[src/rtl/bridge_arb_pkg.sv]
// bridge_arb_pkg: shared types and defaults for the bridge bus arbiter.
package bridge_arb_pkg;
    localparam int DEF_ADDR_W = 11;
    localparam int DEF_DATA_W = 16;
    localparam int DEF_BE_W   = DEF_DATA_W / 8;
    localparam logic [15:0] TIMEOUT_DATA = 16'hDEAD;
    typedef enum logic [1:0] {IDLE, BUSY, DONE} state_t;
    typedef struct packed {
        logic                  rw;
        logic [DEF_ADDR_W-1:0] address;
        logic [DEF_BE_W-1:0]   byte_enable;
        logic [DEF_DATA_W-1:0] write_data;
    } req_t;
endpackage

[src/rtl/rr_arb2.sv]
// rr_arb2: two-way round-robin grant; on a tie the requester not granted last wins.
module rr_arb2 (
    input  logic       clk_i,
    input  logic       rst_i,
    input  logic [1:0] req_i,
    input  logic       update_i,
    output logic       valid_o,
    output logic       gnt_o
);
    logic last_q;
    always_comb begin
        valid_o = |req_i;
        gnt_o   = &req_i ? ~last_q : req_i[1];
    end
    always_ff @(posedge clk_i) begin
        if (rst_i) last_q <= 1'b1;
        else if (update_i && valid_o) last_q <= gnt_o;
    end
endmodule

[src/rtl/bridge_bus_arbiter.sv]
// bridge_bus_arbiter: shares the external bridge bus between two requesters (IDLE->BUSY->DONE).
// Define BRIDGE_ARB_TIMEOUT_EN to force completion after TIMEOUT_CYCLES unacknowledged BUSY cycles.
module bridge_bus_arbiter
    import bridge_arb_pkg::*;
#(
    parameter int ADDR_W         = DEF_ADDR_W,
    parameter int DATA_W         = DEF_DATA_W,
    parameter int BE_W           = DEF_BE_W,
    parameter int TIMEOUT_CYCLES = 255
) (
    input  logic              clk_clk,
    input  logic              reset_reset,
    input  logic              m0_bus_enable,
    input  logic              m0_rw,
    input  logic [ADDR_W-1:0] m0_address,
    input  logic [BE_W-1:0]   m0_byte_enable,
    input  logic [DATA_W-1:0] m0_write_data,
    output logic              m0_acknowledge,
    output logic [DATA_W-1:0] m0_read_data,
    output logic              m0_irq,
    input  logic              m1_bus_enable,
    input  logic              m1_rw,
    input  logic [ADDR_W-1:0] m1_address,
    input  logic [BE_W-1:0]   m1_byte_enable,
    input  logic [DATA_W-1:0] m1_write_data,
    output logic              m1_acknowledge,
    output logic [DATA_W-1:0] m1_read_data,
    output logic              s_bus_enable,
    output logic              s_rw,
    output logic [ADDR_W-1:0] s_address,
    output logic [BE_W-1:0]   s_byte_enable,
    output logic [DATA_W-1:0] s_write_data,
    input  logic              s_acknowledge,
    input  logic [DATA_W-1:0] s_read_data,
    input  logic              s_irq,
    output logic              err_timeout
);
    state_t state_q;
    logic   gnt_q, gnt, valid;
`ifdef BRIDGE_ARB_TIMEOUT_EN
    logic [7:0] cnt_q;
`else
    logic unused_timeout;
    assign unused_timeout = |TIMEOUT_CYCLES;
    assign err_timeout = 1'b0;
`endif
    rr_arb2 u_arb (
        .clk_i   (clk_clk),
        .rst_i   (reset_reset),
        .req_i   ({m1_bus_enable, m0_bus_enable}),
        .update_i(state_q == IDLE),
        .valid_o (valid),
        .gnt_o   (gnt)
    );
    always_ff @(posedge clk_clk) begin
        if (reset_reset) begin
            state_q        <= IDLE;
            gnt_q          <= 1'b0;
            m0_acknowledge <= 1'b0;
            m1_acknowledge <= 1'b0;
            m0_read_data   <= '0;
            m1_read_data   <= '0;
            m0_irq         <= 1'b0;
            s_bus_enable   <= 1'b0;
            s_rw           <= 1'b0;
            s_address      <= '0;
            s_byte_enable  <= '0;
            s_write_data   <= '0;
`ifdef BRIDGE_ARB_TIMEOUT_EN
            cnt_q          <= '0;
            err_timeout    <= 1'b0;
`endif
        end else begin
            m0_irq         <= s_irq;
            m0_acknowledge <= 1'b0;
            m1_acknowledge <= 1'b0;
`ifdef BRIDGE_ARB_TIMEOUT_EN
            err_timeout    <= 1'b0;
`endif
            case (state_q)
                IDLE: if (valid) begin
                    state_q       <= BUSY;
                    gnt_q         <= gnt;
                    s_bus_enable  <= 1'b1;
                    s_rw          <= gnt ? m1_rw : m0_rw;
                    s_address     <= gnt ? m1_address : m0_address;
                    s_byte_enable <= gnt ? m1_byte_enable : m0_byte_enable;
                    s_write_data  <= gnt ? m1_write_data : m0_write_data;
`ifdef BRIDGE_ARB_TIMEOUT_EN
                    cnt_q         <= '0;
`endif
                end
                BUSY: if (s_acknowledge) begin
                    state_q        <= DONE;
                    s_bus_enable   <= 1'b0;
                    m0_acknowledge <= ~gnt_q;
                    m1_acknowledge <= gnt_q;
                    if (s_rw && !gnt_q) m0_read_data <= s_read_data;
                    if (s_rw && gnt_q) m1_read_data <= s_read_data;
                end
`ifdef BRIDGE_ARB_TIMEOUT_EN
                else if (cnt_q == 8'(TIMEOUT_CYCLES - 1)) begin
                    state_q        <= DONE;
                    s_bus_enable   <= 1'b0;
                    m0_acknowledge <= ~gnt_q;
                    m1_acknowledge <= gnt_q;
                    err_timeout    <= 1'b1;
                    if (!gnt_q) m0_read_data <= DATA_W'(TIMEOUT_DATA);
                    if (gnt_q) m1_read_data <= DATA_W'(TIMEOUT_DATA);
                end else cnt_q <= cnt_q + 8'd1;
`endif
                // wait for the winner to release its request so it is not re-granted
                DONE: if (!(gnt_q ? m1_bus_enable : m0_bus_enable)) state_q <= IDLE;
                default: state_q <= IDLE;
            endcase
        end
    end
endmodule

[config.mk]
export PLATFORM = sky130hd
export DESIGN_NAME = bridge_bus_arbiter
export DESIGN_NICKNAME = d
export VERILOG_FILES = /design/src/rtl/bridge_arb_pkg.sv /design/src/rtl/rr_arb2.sv /design/src/rtl/bridge_bus_arbiter.sv
export SDC_FILE = /design/constraint.sdc
export NUM_CORES = 1
export LEC_CHECK = 0
export CAP_MARGIN = 10
export CORE_ASPECT_RATIO = 0.6
export CORE_MARGIN = 1
export CORE_UTILIZATION = 40
export DETAILED_ROUTE_END_ITERATION = 7
export MAX_ROUTING_LAYER = met4
export PLACE_DENSITY = 0.79
export SKIP_LAST_GASP = 1
export SYNTH_ARGS = -nofsm -noshare
export SYNTH_HDL_FRONTEND = slang
export SYNTH_SLANG_ARGS = --single-unit
[constraint.sdc]
create_clock -name clk_clk -period 2.82 [get_ports clk_clk]
set_input_delay 0.564 -clock clk_clk [delete_from_list [all_inputs] [get_ports clk_clk]]
set_output_delay 0.564 -clock clk_clk [all_outputs]
set_load 0.01 [all_outputs]
==> reports/qor.csv <==
stage;metric;value;unit
run_status;status;completed;
sta;tightestPinTransition;1110;ps
critical_path;cp_max_fo;30;
routing;post_drt_wl_per_cell;14.9;um
worst_hold_path;hp-class;reg2reg;
routing;wirelength;9060;um
synth;synth.net_count;450;
sta;fin_tns_setup;0;ps
synth;netlist_area;3040;um2
floorplan;io_pins;149;
floorplan;coreArea;7330;um2
routing;drt_first_pass_iters;5;
floorplan;chipWidth;115;um
critical_path;start_kind;input port;
floorplan;dieHeight;69.6;um
sta;whs;484;ps
critical_path;timing.rr.start;state_q[1];
sta;rsz0062_at_grt;false;
global_routing;track_usage;23.0;%
pwr;p_leak;1.76;nW
clock_tree;numCtsBuffers;9;
synth;synth_cells;368;
sta;hold_viol;0;
place;dpl-instance-area;4530;um2
flow_run;cap_violations;0;
pwr;powerDensity;549;nW/um2
sta;finalCritPeriodShare;78.7;%
critical_path;crit_type;in2reg;
routing;drt_first_iter_violations;287;
pwr;p_int;1.95;mW
synth;yosysUniqueCellTypes;29;
synth;synthFlopType;dfxtp_1;
finish;nets;579;
clock_tree;cts_htree_levels;3;
global_routing;grt_pass1_wl;14100;um
finish;stdcell_count;606;
clock_tree;cts_tree;yes;
finish;nFillCells;658;
clock_tree;ctsHoldBuffers;0;
floorplan;die_area;7980;um2
synth;ys_ff_latch;70;
pwr;p_sw_share;26.3;%
synth;yosysSeqAreaShare;46.0;%
synth;synth_edf_count;0;
routing;viasPerCell;5.19;
synth;async_flop_share;0;%
synth;syn_area_per_cell;8.27;um2
critical_path;crit_start;m0_bus_enable;
global_routing;grt_pass1_vias;2941;
sta;post-route-min-period;2220;ps
finish;layout-drive-gt1-share;5.98;%
critical_path;cp.arrival;2350;ps
place;port_buffers;147;
finish;seq_area;1400;um2
synth;yosysWarningCount;0;
finish;multi_input_area;1460;um2
routing;vias;3148;
global_routing;gr-total-overflow;0;
global_routing;grt_max_degree;47;
finish;antenna_cells;0;
pwr;ir_drop;0.308;mV
place;place_ws;287;ps
floorplan;rows;24;
critical_path;end_kind;flip-flop;
sta;fin_skew;7.44;ps
clock_tree;clk_path_buf_depth;2;
clock_tree;clk_latency;320;ps
pwr;clock_power_share;39.2;%
sta;slew_headroom;26.0;%
pwr;p_comb_share;19.4;%
sta;finalSetupViolCount;0;
worst_hold_path;min-delay-start;s_bus_enable;
routing;final_antenna_net_count;0;
place;hpwl;6090;um
pwr;power_switching;0.695;mW
pwr;finalPower;2.64;mW
clock_tree;path_clk_slew;60;ps
routing;drc;0;
clock_tree;ctsResizeCount;0;
clock_tree;clockRootBuffer;clkbuf_16;
clock_tree;postCtsSetupBuffers;0;
sta;max_freq;451;MHz
finish;final_area;4810;um2
floorplan;start_util;41.5;%
global_routing;antenna_found_initial;0;
place;dp_cells;590;
pwr;p_seq_share;41.4;%
sta;slew_violations;0;
place;gp_congestion;0.791;
sta;setup_ws;601;ps
critical_path;worstPathRequired;2950;ps
finish;syn_to_final_growth;58.0;%
clock_tree;cts.sinks;70;
finish;fin_util;65.7;%
[registers in the layout, summed over array words and instances (netlist names)]
| name | cells |
|---|---|
| u_arb.last_q | 1 |
| s_byte_enable | 2 |
| s_rw | 1 |
| m0_read_data | 16 |
| m0_acknowledge | 1 |
| s_write_data | 16 |
| m1_read_data | 16 |
| state_q | 2 |
| m0_irq | 1 |
| m1_acknowledge | 1 |
| s_address | 11 |
| gnt_q | 1 |
| s_bus_enable | 1 |
[layout by cell type, fill, tap and decap left out, drive strengths merged, types with 2 or more instances in the layout]
| master | Yosys | final |
|---|---|---|
| o21ai | 65 | 65 |
| clkinvlp | 0 | 3 |
| nor2 | 3 | 3 |
| or2 | 2 | 2 |
| clkdlybuf4s50 | 0 | 146 |
| clkbuf | 15 | 10 |
| nand2b | 18 | 18 |
| buf | 22 | 9 |
| clkinv | 0 | 3 |
| a21oi | 32 | 32 |
| nand2 | 64 | 64 |
| dfxtp | 70 | 70 |
| nor2b | 34 | 34 |
| nor4 | 2 | 2 |
| a311oi | 30 | 30 |
[cells in the mapped netlist (2+ instances only)]
| cell type | number | area (um2) |
|---|---|---|
| buf_4 | 4 | 30.0 |
| a311oi_1 | 30 | 263 |
| nor4_1 | 2 | 12.5 |
| buf_2 | 17 | 85.1 |
| o21ai_1 | 10 | 50.1 |
| nor2_1 | 2 | 7.51 |
| clkbuf_1 | 15 | 56.3 |
| nand2_1 | 64 | 240 |
| o21ai_0 | 55 | 275 |
| nand2b_1 | 17 | 106 |
| nor2b_1 | 34 | 213 |
| dfxtp_1 | 70 | 1400 |
| a21oi_1 | 32 | 160 |
[power groups by stage]
stage | clock network (mW) | logic (mW) | registers [mW]
after floorplan | 0 | 0.208 | 1.14
after global placement | 0 | 0.503 | 1.11
after detailed placement | 0 | 0.510 | 1.11
after CTS | 1.05 | 0.513 | 1.09
after global routing | 1.10 | 0.551 | 1.10
final | 1.04 | 0.513 | 1.09
[metal layers]
metal,wire length (um),track usage (%),up-vias
met2,4000,34.6,151
met5,0,-,-
li1,-,-,1544
met4,80,6.35,0
met3,827,7.26,7
met1,4150,29.9,1446
[worst max-delay path, cell delays in order]
cell and delay [ps]:
clkdlybuf4s50_1 560, or2_1 140, and2_1 860, a311oi_1 220
[cell type report]
cell class / count / area share, %
Inverter: 1 / 0.0780
Timing Repair Buffer: 155 / 32.0
Clock buffer: 10 / 4.97
Multi-Input combinational cell: 260 / 30.4
Sequential cell: 70 / 29.1
Tap cell: 104 / 2.70
Clock inverter: 6 / 0.780
[final timing paths]
| check | endpoint | slack (ps) | cells after the start |
|---|---|---|---|
| worst max-delay path | s_write_data[8] | 600 | 4 |
| worst min-delay path | s_bus_enable | 480 | 2 |
| worst max register to register | s_write_data[8] | 1010 | 3 |
| worst min register to register | s_bus_enable | 480 | 2 |
[cell families (layout without fill, tap and decap cells)]
group	count (synthesis)	in the layout	synth area share, %
AO/OA/AOI/OAI	133	133	26.3
buffers and inverters	38	172	6.12
multiplexers	1	1	0.329
other	1	1	0.123
AND/OR/NAND/NOR	125	125	21.1
flip-flops	70	70	46.0
Power figures use the tool's default switching activity.
